### config.mk
export PLATFORM = sky130hd
export DESIGN_NAME = fetch_unit_flat
export DESIGN_NICKNAME = d
export VERILOG_FILES = /design/src/rtl/fetch_unit_if.sv /design/src/rtl/fetch_unit.sv /design/src/flat_wrapper.sv
export SDC_FILE = /design/constraint.sdc
export NUM_CORES = 1
export LEC_CHECK = 0
export BUFFER_PORTS_ARGS = -buffer_cell sky130_fd_sc_hd__buf_4
export CORE_MARGIN = 8
export CORE_UTILIZATION = 40
export DETAILED_ROUTE_END_ITERATION = 8
export HOLD_SLACK_MARGIN = 0.08
export PLACE_DENSITY = 0.66
export SLEW_MARGIN = 30
export SYNTH_ARGS = -nofsm -noshare
export SYNTH_HDL_FRONTEND = slang
export SYNTH_SLANG_ARGS = --single-unit
### constraint.sdc
create_clock -name i_clk -period 1.9 [get_ports i_clk]
set_input_delay 0.095 -clock i_clk [delete_from_list [all_inputs] [get_ports i_clk]]
set_output_delay 0.095 -clock i_clk [all_outputs]
set_load 0.005 [all_outputs]
### src/rtl/fetch_unit_if.sv
// Fetch-stage bus: byte-wide instruction memory port plus the execute-stage handshake.
// master = fetch unit, slave = memory/execute side.
interface fetch_unit_if;
  logic [31:0] o_mem_addr;
  logic        o_mem_rd;
  logic [7:0]  i_mem_data;
  logic [31:0] o_inst;
  logic [31:0] o_pc;
  logic        o_inst_valid;
  logic        i_exec_ready;
  logic        i_pc_change;
  logic [31:0] i_new_pc;

  modport master (
    output o_mem_addr, o_mem_rd, o_inst, o_pc, o_inst_valid,
    input  i_mem_data, i_exec_ready, i_pc_change, i_new_pc
  );

  modport slave (
    input  o_mem_addr, o_mem_rd, o_inst, o_pc, o_inst_valid,
    output i_mem_data, i_exec_ready, i_pc_change, i_new_pc
  );
endinterface

### src/rtl/fetch_unit.sv
// Byte-serial instruction fetch: assembles 32-bit little-endian words and holds them for execute.
// Optional one-word prefetch buffer enabled by defining FETCH_PREFETCH_EN.
module fetch_unit #(
  parameter logic [31:0] RESET_PC = 32'h0000_0000,
  parameter logic [31:0] NOP_INST = 32'h0000_0013
) (
  input logic           i_clk,
  input logic           i_rst_n,
  fetch_unit_if.master  bus
);
  // state   | meaning
  // S_FETCH | reading bytes of the word at r_fetch_pc, o_inst_valid=0
  // S_VALID | word held on o_inst/o_pc until execute accepts
  localparam logic [0:0] S_FETCH = 1'b0;
  localparam logic [0:0] S_VALID = 1'b1;

  logic [0:0]  r_state;
  logic [31:0] r_fetch_pc;
  logic [1:0]  r_cnt;
  logic [31:0] r_inst;
  logic [31:0] r_pc;
  logic        r_valid;

  logic        w_accept;
  logic [31:0] w_seq_pc;

  function automatic logic [31:0] put_byte(input logic [31:0] w, input logic [1:0] lane,
                                           input logic [7:0] b);
    logic [31:0] r;
    r = w;
    r[{lane, 3'b000} +: 8] = b;
    return r;
  endfunction

  assign w_accept = (r_state == S_VALID) && bus.i_exec_ready;
  assign w_seq_pc = r_pc + 32'd4;

  assign bus.o_inst       = r_valid ? r_inst : NOP_INST;
  assign bus.o_pc         = r_pc;
  assign bus.o_inst_valid = r_valid;

`ifdef FETCH_PREFETCH_EN
  logic [31:0] r_buf;
  logic [1:0]  r_bcnt;
  logic        r_bfull;
  logic [31:0] w_buf_merged;
  logic        w_buf_done;

  // A byte arriving on the accept edge is merged before the buffer is consumed.
  assign w_buf_merged = r_bfull ? r_buf : put_byte(r_buf, r_bcnt, bus.i_mem_data);
  assign w_buf_done   = r_bfull || (r_bcnt == 2'd3);
`else
  logic [31:0] w_next_pc;
  assign w_next_pc = bus.i_pc_change ? bus.i_new_pc : w_seq_pc;
`endif

  always_comb begin
    bus.o_mem_rd   = 1'b0;
    bus.o_mem_addr = 32'd0;
    if (r_state == S_FETCH) begin
      bus.o_mem_rd   = 1'b1;
      bus.o_mem_addr = r_fetch_pc + {30'd0, r_cnt};
    end
`ifdef FETCH_PREFETCH_EN
    else if (!r_bfull) begin
      bus.o_mem_rd   = 1'b1;
      bus.o_mem_addr = w_seq_pc + {30'd0, r_bcnt};
    end
`endif
  end

  always_ff @(posedge i_clk) begin
    if (!i_rst_n) begin
      r_state    <= S_FETCH;
      r_fetch_pc <= RESET_PC;
      r_cnt      <= 2'd0;
      r_inst     <= 32'd0;
      r_pc       <= 32'd0;
      r_valid    <= 1'b0;
`ifdef FETCH_PREFETCH_EN
      r_buf      <= 32'd0;
      r_bcnt     <= 2'd0;
      r_bfull    <= 1'b0;
`endif
    end else begin
      case (r_state)
        S_FETCH: begin
          r_inst <= put_byte(r_inst, r_cnt, bus.i_mem_data);
          r_cnt  <= r_cnt + 2'd1;
          if (r_cnt == 2'd3) begin
            r_state <= S_VALID;
            r_valid <= 1'b1;
            r_pc    <= r_fetch_pc;
          end
        end
        default: begin
`ifdef FETCH_PREFETCH_EN
          if (w_accept && bus.i_pc_change) begin
            r_fetch_pc <= bus.i_new_pc;
            r_cnt      <= 2'd0;
            r_valid    <= 1'b0;
            r_state    <= S_FETCH;
            r_bfull    <= 1'b0;
            r_bcnt     <= 2'd0;
          end else if (w_accept) begin
            r_inst  <= w_buf_merged;
            r_bfull <= 1'b0;
            r_bcnt  <= 2'd0;
            if (w_buf_done) begin
              r_pc <= w_seq_pc;
            end else begin
              // Partial buffer: continue the same word in FETCH from the next byte.
              r_fetch_pc <= w_seq_pc;
              r_cnt      <= r_bcnt + 2'd1;
              r_valid    <= 1'b0;
              r_state    <= S_FETCH;
            end
          end else if (!r_bfull) begin
            r_buf  <= w_buf_merged;
            r_bcnt <= r_bcnt + 2'd1;
            if (r_bcnt == 2'd3) r_bfull <= 1'b1;
          end
`else
          if (w_accept) begin
            r_fetch_pc <= w_next_pc;
            r_valid    <= 1'b0;
            r_state    <= S_FETCH;
          end
`endif
        end
      endcase
    end
  end
endmodule

### src/flat_wrapper.sv
// flat-port wrapper written by rule: the top's interface ports become plain ports
module fetch_unit_flat 
#(
  parameter logic [31:0] RESET_PC = 32'h0000_0000,
  parameter logic [31:0] NOP_INST = 32'h0000_0013
)
  (i_clk, i_rst_n, bus_o_mem_addr, bus_o_mem_rd, bus_o_inst, bus_o_pc, bus_o_inst_valid, bus_i_mem_data, bus_i_exec_ready, bus_i_pc_change, bus_i_new_pc);
  fetch_unit_if bus_i ();
  input logic i_clk;
  input logic i_rst_n;
  output wire logic [$bits(bus_i.o_mem_addr)-1:0] bus_o_mem_addr;
  output wire logic [$bits(bus_i.o_mem_rd)-1:0] bus_o_mem_rd;
  output wire logic [$bits(bus_i.o_inst)-1:0] bus_o_inst;
  output wire logic [$bits(bus_i.o_pc)-1:0] bus_o_pc;
  output wire logic [$bits(bus_i.o_inst_valid)-1:0] bus_o_inst_valid;
  input wire logic [$bits(bus_i.i_mem_data)-1:0] bus_i_mem_data;
  input wire logic [$bits(bus_i.i_exec_ready)-1:0] bus_i_exec_ready;
  input wire logic [$bits(bus_i.i_pc_change)-1:0] bus_i_pc_change;
  input wire logic [$bits(bus_i.i_new_pc)-1:0] bus_i_new_pc;
  assign bus_o_mem_addr = bus_i.o_mem_addr;
  assign bus_o_mem_rd = bus_i.o_mem_rd;
  assign bus_o_inst = bus_i.o_inst;
  assign bus_o_pc = bus_i.o_pc;
  assign bus_o_inst_valid = bus_i.o_inst_valid;
  assign bus_i.i_mem_data = bus_i_mem_data;
  assign bus_i.i_exec_ready = bus_i_exec_ready;
  assign bus_i.i_pc_change = bus_i_pc_change;
  assign bus_i.i_new_pc = bus_i_new_pc;
  fetch_unit #(.RESET_PC(RESET_PC), .NOP_INST(NOP_INST)) u_core (.i_clk(i_clk), .i_rst_n(i_rst_n), .bus(bus_i));
endmodule
* After elaboration in Yosys (flattened, before gate mapping)
Cells that the tools add are included.
** Operators by class
- Add/sub/neg operators :: 4
- $mul :: 0
- Div/mod/pow operators :: 0
- Magnitude comparators :: 0
- Eq/ne operators :: 2
- Shift operators :: 2
- Multiplexer cells :: 11
- Bitwise logic cells :: 1
- Reduce and logical (&&, ||, !) cells :: 5
** Operators with widths (number)
- two-way mux 32 bit :: 3
- adder 32 x 2 -> 32 bit :: 1
- adder 32 x 3 -> 32 bit (second input constant) :: 1
- bitwise mux 32 bit :: 1
- variable shift 8 x 7 -> 32 bit (first input constant) :: 1
- indexed part select 8 x 7 -> 32 bit :: 1
- two-way mux 1 bit :: 7
- negation 5 -> 7 bit :: 1
- AND reduction 2 bit :: 3
- adder 2 x 1 -> 2 bit (second input constant) :: 1
- equality test 2 bit (second input constant) :: 1
- inequality test 2 bit (second input constant) :: 1
- nonzero test 2 bit :: 1
- logical AND 1 bit :: 1
- NOT 1 bit :: 1
** Storage, ports and cells
- Register bits :: 100
- Bits in latches :: 0
- Memory bits (writable) :: 0
- Bits in read-only memories :: 0
- Output and inout bits :: 98
- Memories kept :: 0

* Longest topological paths before layout
- Depth in word-level cells :: 3
- Depth in mapped cells :: 7
- Depth with buffers taken out :: 7

* Worst setup path after synthesis
Ideal clock, no wire load.
- Kind :: register to output
- Start point :: register u_core.r_cnt[0]
- End point :: output bus_o_mem_addr[26]
- Arrival time :: 1.940 ns
- Setup slack :: -0.135 ns
- Stages on the path, launching flop included :: 8
- Cells stage by stage :: dfxtp_1 > ha_1 > fa_1 > nand3_1 > nor3_2 > nand4_1 > xor2_1 > nor2_1
** Between the ends
- Word-level cells in the longest chain between the ends :: 2
** Ends and longest elaborated chain
- start, declared :: RTL line fetch_unit.sv:19 : logic [1:0] r_cnt;
- start signal, assigned :: RTL line fetch_unit.sv:89 : r_cnt <= r_cnt + 2'd1;
- adder 32 x 2 -> 32 bit :: RTL line fetch_unit.sv:62 : bus.o_mem_addr = r_fetch_pc + {30'd0, r_cnt};
- two-way mux 32 bit :: RTL line fetch_unit.sv:60 : if (r_state == S_FETCH) begin
- end, declared :: RTL line flat_wrapper.sv:11 : output wire logic [$bits(bus_i.o_mem_addr)-1:0] bus_o_mem_addr;
Every way passes these cells.

* Worst setup path after layout
- Start point :: register u_core.r_fetch_pc[20]
- End point :: output bus_o_mem_addr[31]
** Between the ends
- Word-level cells in the longest chain between the ends :: 2
** Ends and longest elaborated chain
- start, declared :: RTL line fetch_unit.sv:18 : logic [31:0] r_fetch_pc;
- start signal, assigned :: RTL line fetch_unit.sv:125 : r_fetch_pc <= w_next_pc;
- adder 32 x 2 -> 32 bit :: RTL line fetch_unit.sv:62
- two-way mux 32 bit :: RTL line fetch_unit.sv:60
Every way passes these cells.

==> reports/results.tsv <==
metric	value	unit
status	complete, but fails checks	
failing checks	setup timing	
Post-DRT Antenna Nets	0	
RSZ-0062 raised after global routing	yes	
synth unique cells	38	
max-capacitance violation count	0	
routed vias	5434	
Placeable Area	13100	µm²
die height	131	µm
PwrDens	631	nW/µm²
RD Place Congestion	0.866	
Area Overhead vs Synth	49.2	%
CTS tree	yes	
Vias/cell	5.14	
Final setup viols	28	
Synth top cells by count	100 x dfxtp_1, 97 x nand2_1, 53 x a22oi_1, 45 x nor2_1, 37 x nor2b_1	
worst-case clock buffer depth	2	
critical setup path kind	flip-flop to output port	
post-synthesis sequential area ratio	37.7	%
Mapped Nets	702	
crit end category	output port	
Yosys top cell area share	37.7	%
Syn Inst Count	648	
f_max	0.480	GHz
Pins Over Slew Limit	0	
share of cells above drive strength 1	31.6	%
FF+latch count, synth	100	
antenna cells	0	
clk sinks	100	
Final period util	110	%
residual DRC count	0	
placed instance count	997	
antenna violations before repair	0	
Cell Rows	42	
final hold violation count	0	
Chip Width	131	µm
Post-DP HPWL	12600	µm
Slew headroom	67.0	%
Place WS	-59.6	ps
Tightest Pin Transition	496	ps
drt total wl	17200	µm
DP Area	7000	µm²
WP data required	1800	ps
Starting Density	40.6	%
CP max FO	5	
Top FF cell, synth	dfxtp_1	
post-route setup TNS	-3590	ps
filler instances	1133	
vias in the first global route	5633	
Root Driver	clkbuf_16	
Mapped Avg Cell Area	8.20	µm²
maximum number of pins on one net before global-route repair	59	
Worst-Skew Late Latency	360	ps
CP Launch Type	flip-flop	
First-pass DRT Iterations	7	
synth warn	0	
gr usage total	19.8	%
Final Critical Period	2080	ps
Ports	142	
Worst Skew	6.29	ps
top-count cell post-synth	dfxtp_1	
static leakage	3.11	nW
final instance area	7930	µm²
async set or reset register ratio after synthesis	0	%
Final #Nets	931	
CTS clk-pin slew, worst paths	70	ps
IO buf count	141	
total CTS buffers	9	
first-pass GRT wire length	28500	µm
hold slack	108	ps
Area contributors post-synth	dfxtp_1 38%, a22oi_1 7.5%, nand2_1 6.9%	
GRT overflow	0	
final setup margin	-181	ps
Worst VDD drop	0.425	mV
mapped cell area	5310	µm²
cell taking the most area after synthesis	dfxtp_1	
CP arrival	1990	ps
wire per inst	16.3	µm
htree depth	3	
Post-Layout Cell Count	1058	
Die ar.	17200	µm²
DR iter-0 viols	333	
Post-synth EDFFs	0	
hold crit path type	input port to flip-flop	
[metal layers]
layer / global-route usage (%) / vias to the layer above / wire length (µm)
met1: 25.0 / 2538 / 8020
met5: 0 / - / 0
met3: 4.38 / 30 / 869
li1: - / 2686 / -
met4: 7.47 / 0 / 403
met2: 32.3 / 180 / 7960
[stage by stage]
| step | power (mW) | util [%] |
|---|---|---|
| 6_report | 5.00 | 60.6 |
| 4_1_cts | 5.02 | 59.9 |
| 3_3_place_gp | 2.96 | 53.5 |
| 2_1_floorplan | 2.61 | - |
| 5_1_grt | 5.20 | 60.6 |
| 3_5_place_dp | 2.98 | 53.5 |
[cells in the final DEF, fill, tap and decap left out, types with 24 or more instances in the layout]
| cell | n |
|---|---|
| buf_4 | 210 |
| nor2_1 | 43 |
| xor2_1 | 28 |
| o21ai_0 | 24 |
| and2_1 | 32 |
| nor2b_1 | 35 |
| dlygate4sd3_1 | 39 |
| nand2_1 | 95 |
| a22oi_1 | 53 |
| dfxtp_1 | 93 |
| a21boi_0 | 32 |
| xnor2_1 | 29 |
[flip-flops by register name, indices dropped and copies added (netlist names)]
register,count
u_core.bus.o_inst_valid,1
u_core.bus.o_pc,32
u_core.r_cnt,2
u_core.r_fetch_pc,32
u_core.r_inst,32
u_core.r_state,1
[final cells by class]
| cell class | instances | area (µm²) | area share [%] |
|---|---|---|---|
| clock buffer | 9 | 225 | 2.84 |
| clock inverter | 7 | 95.1 | 1.20 |
| inverter | 12 | 45.0 | 0.568 |
| multi-input combinational | 497 | 3250 | 40.9 |
| sequential | 100 | 2010 | 25.4 |
| tap | 176 | 220 | 2.78 |
| timing repair buffer | 257 | 2080 | 26.3 |
[final timing paths]
kind                         start                    end  slack [ps]  depth (start not counted)
min                bus_i_new_pc[9]   u_core.r_fetch_pc[9]         110                          3
min reg2reg     u_core.bus.o_pc[1]     u_core.bus.o_pc[1]         500                          2
max reg2reg    u_core.bus.o_pc[11]  u_core.r_fetch_pc[27]         100                          5
max          u_core.r_fetch_pc[20]     bus_o_mem_addr[31]        -180                          7
[critical path, cell delays in order (launching register included)]
cell     delay, ps
dfxtp_2        380
nand4_1        170
nor4_2         300
buf_4          150
nand4_1        160
xor2_1         180
nor2_1         140
buf_4          140
[cells by family (layout without fill, tap and decap cells)]
group / Yosys count / in the layout / synth area share, %
compound gates: 135 / 135 / 16.9
buf+inv: 51 / 285 / 3.81
fa+ha+maj: 10 / 10 / 2.50
simple gates: 291 / 291 / 28.9
flops: 100 / 100 / 37.7
mux: 4 / 4 / 0.754
xor+xnor: 57 / 57 / 9.39
[timing repair]
item / in CTS / in global routing
resized for setup: 16 / 21
pin swaps: 10 / 11
setup endpoints to repair: 29 / 30
hold buffers: 39 / 0
endpoints found under the hold margin: 67 / 0
buffers inserted: 6 / 0
[power by group]
part	total, mW	switching, mW	leakage, nW	internal (mW)
clock	1.97	0.913	0.157	1.06
combinational	0.827	0.442	2.14	0.385
sequential	2.20	0.0447	0.810	2.15
total	5.00	1.40	3.11	3.60
Power figures use the tool's default switching activity.
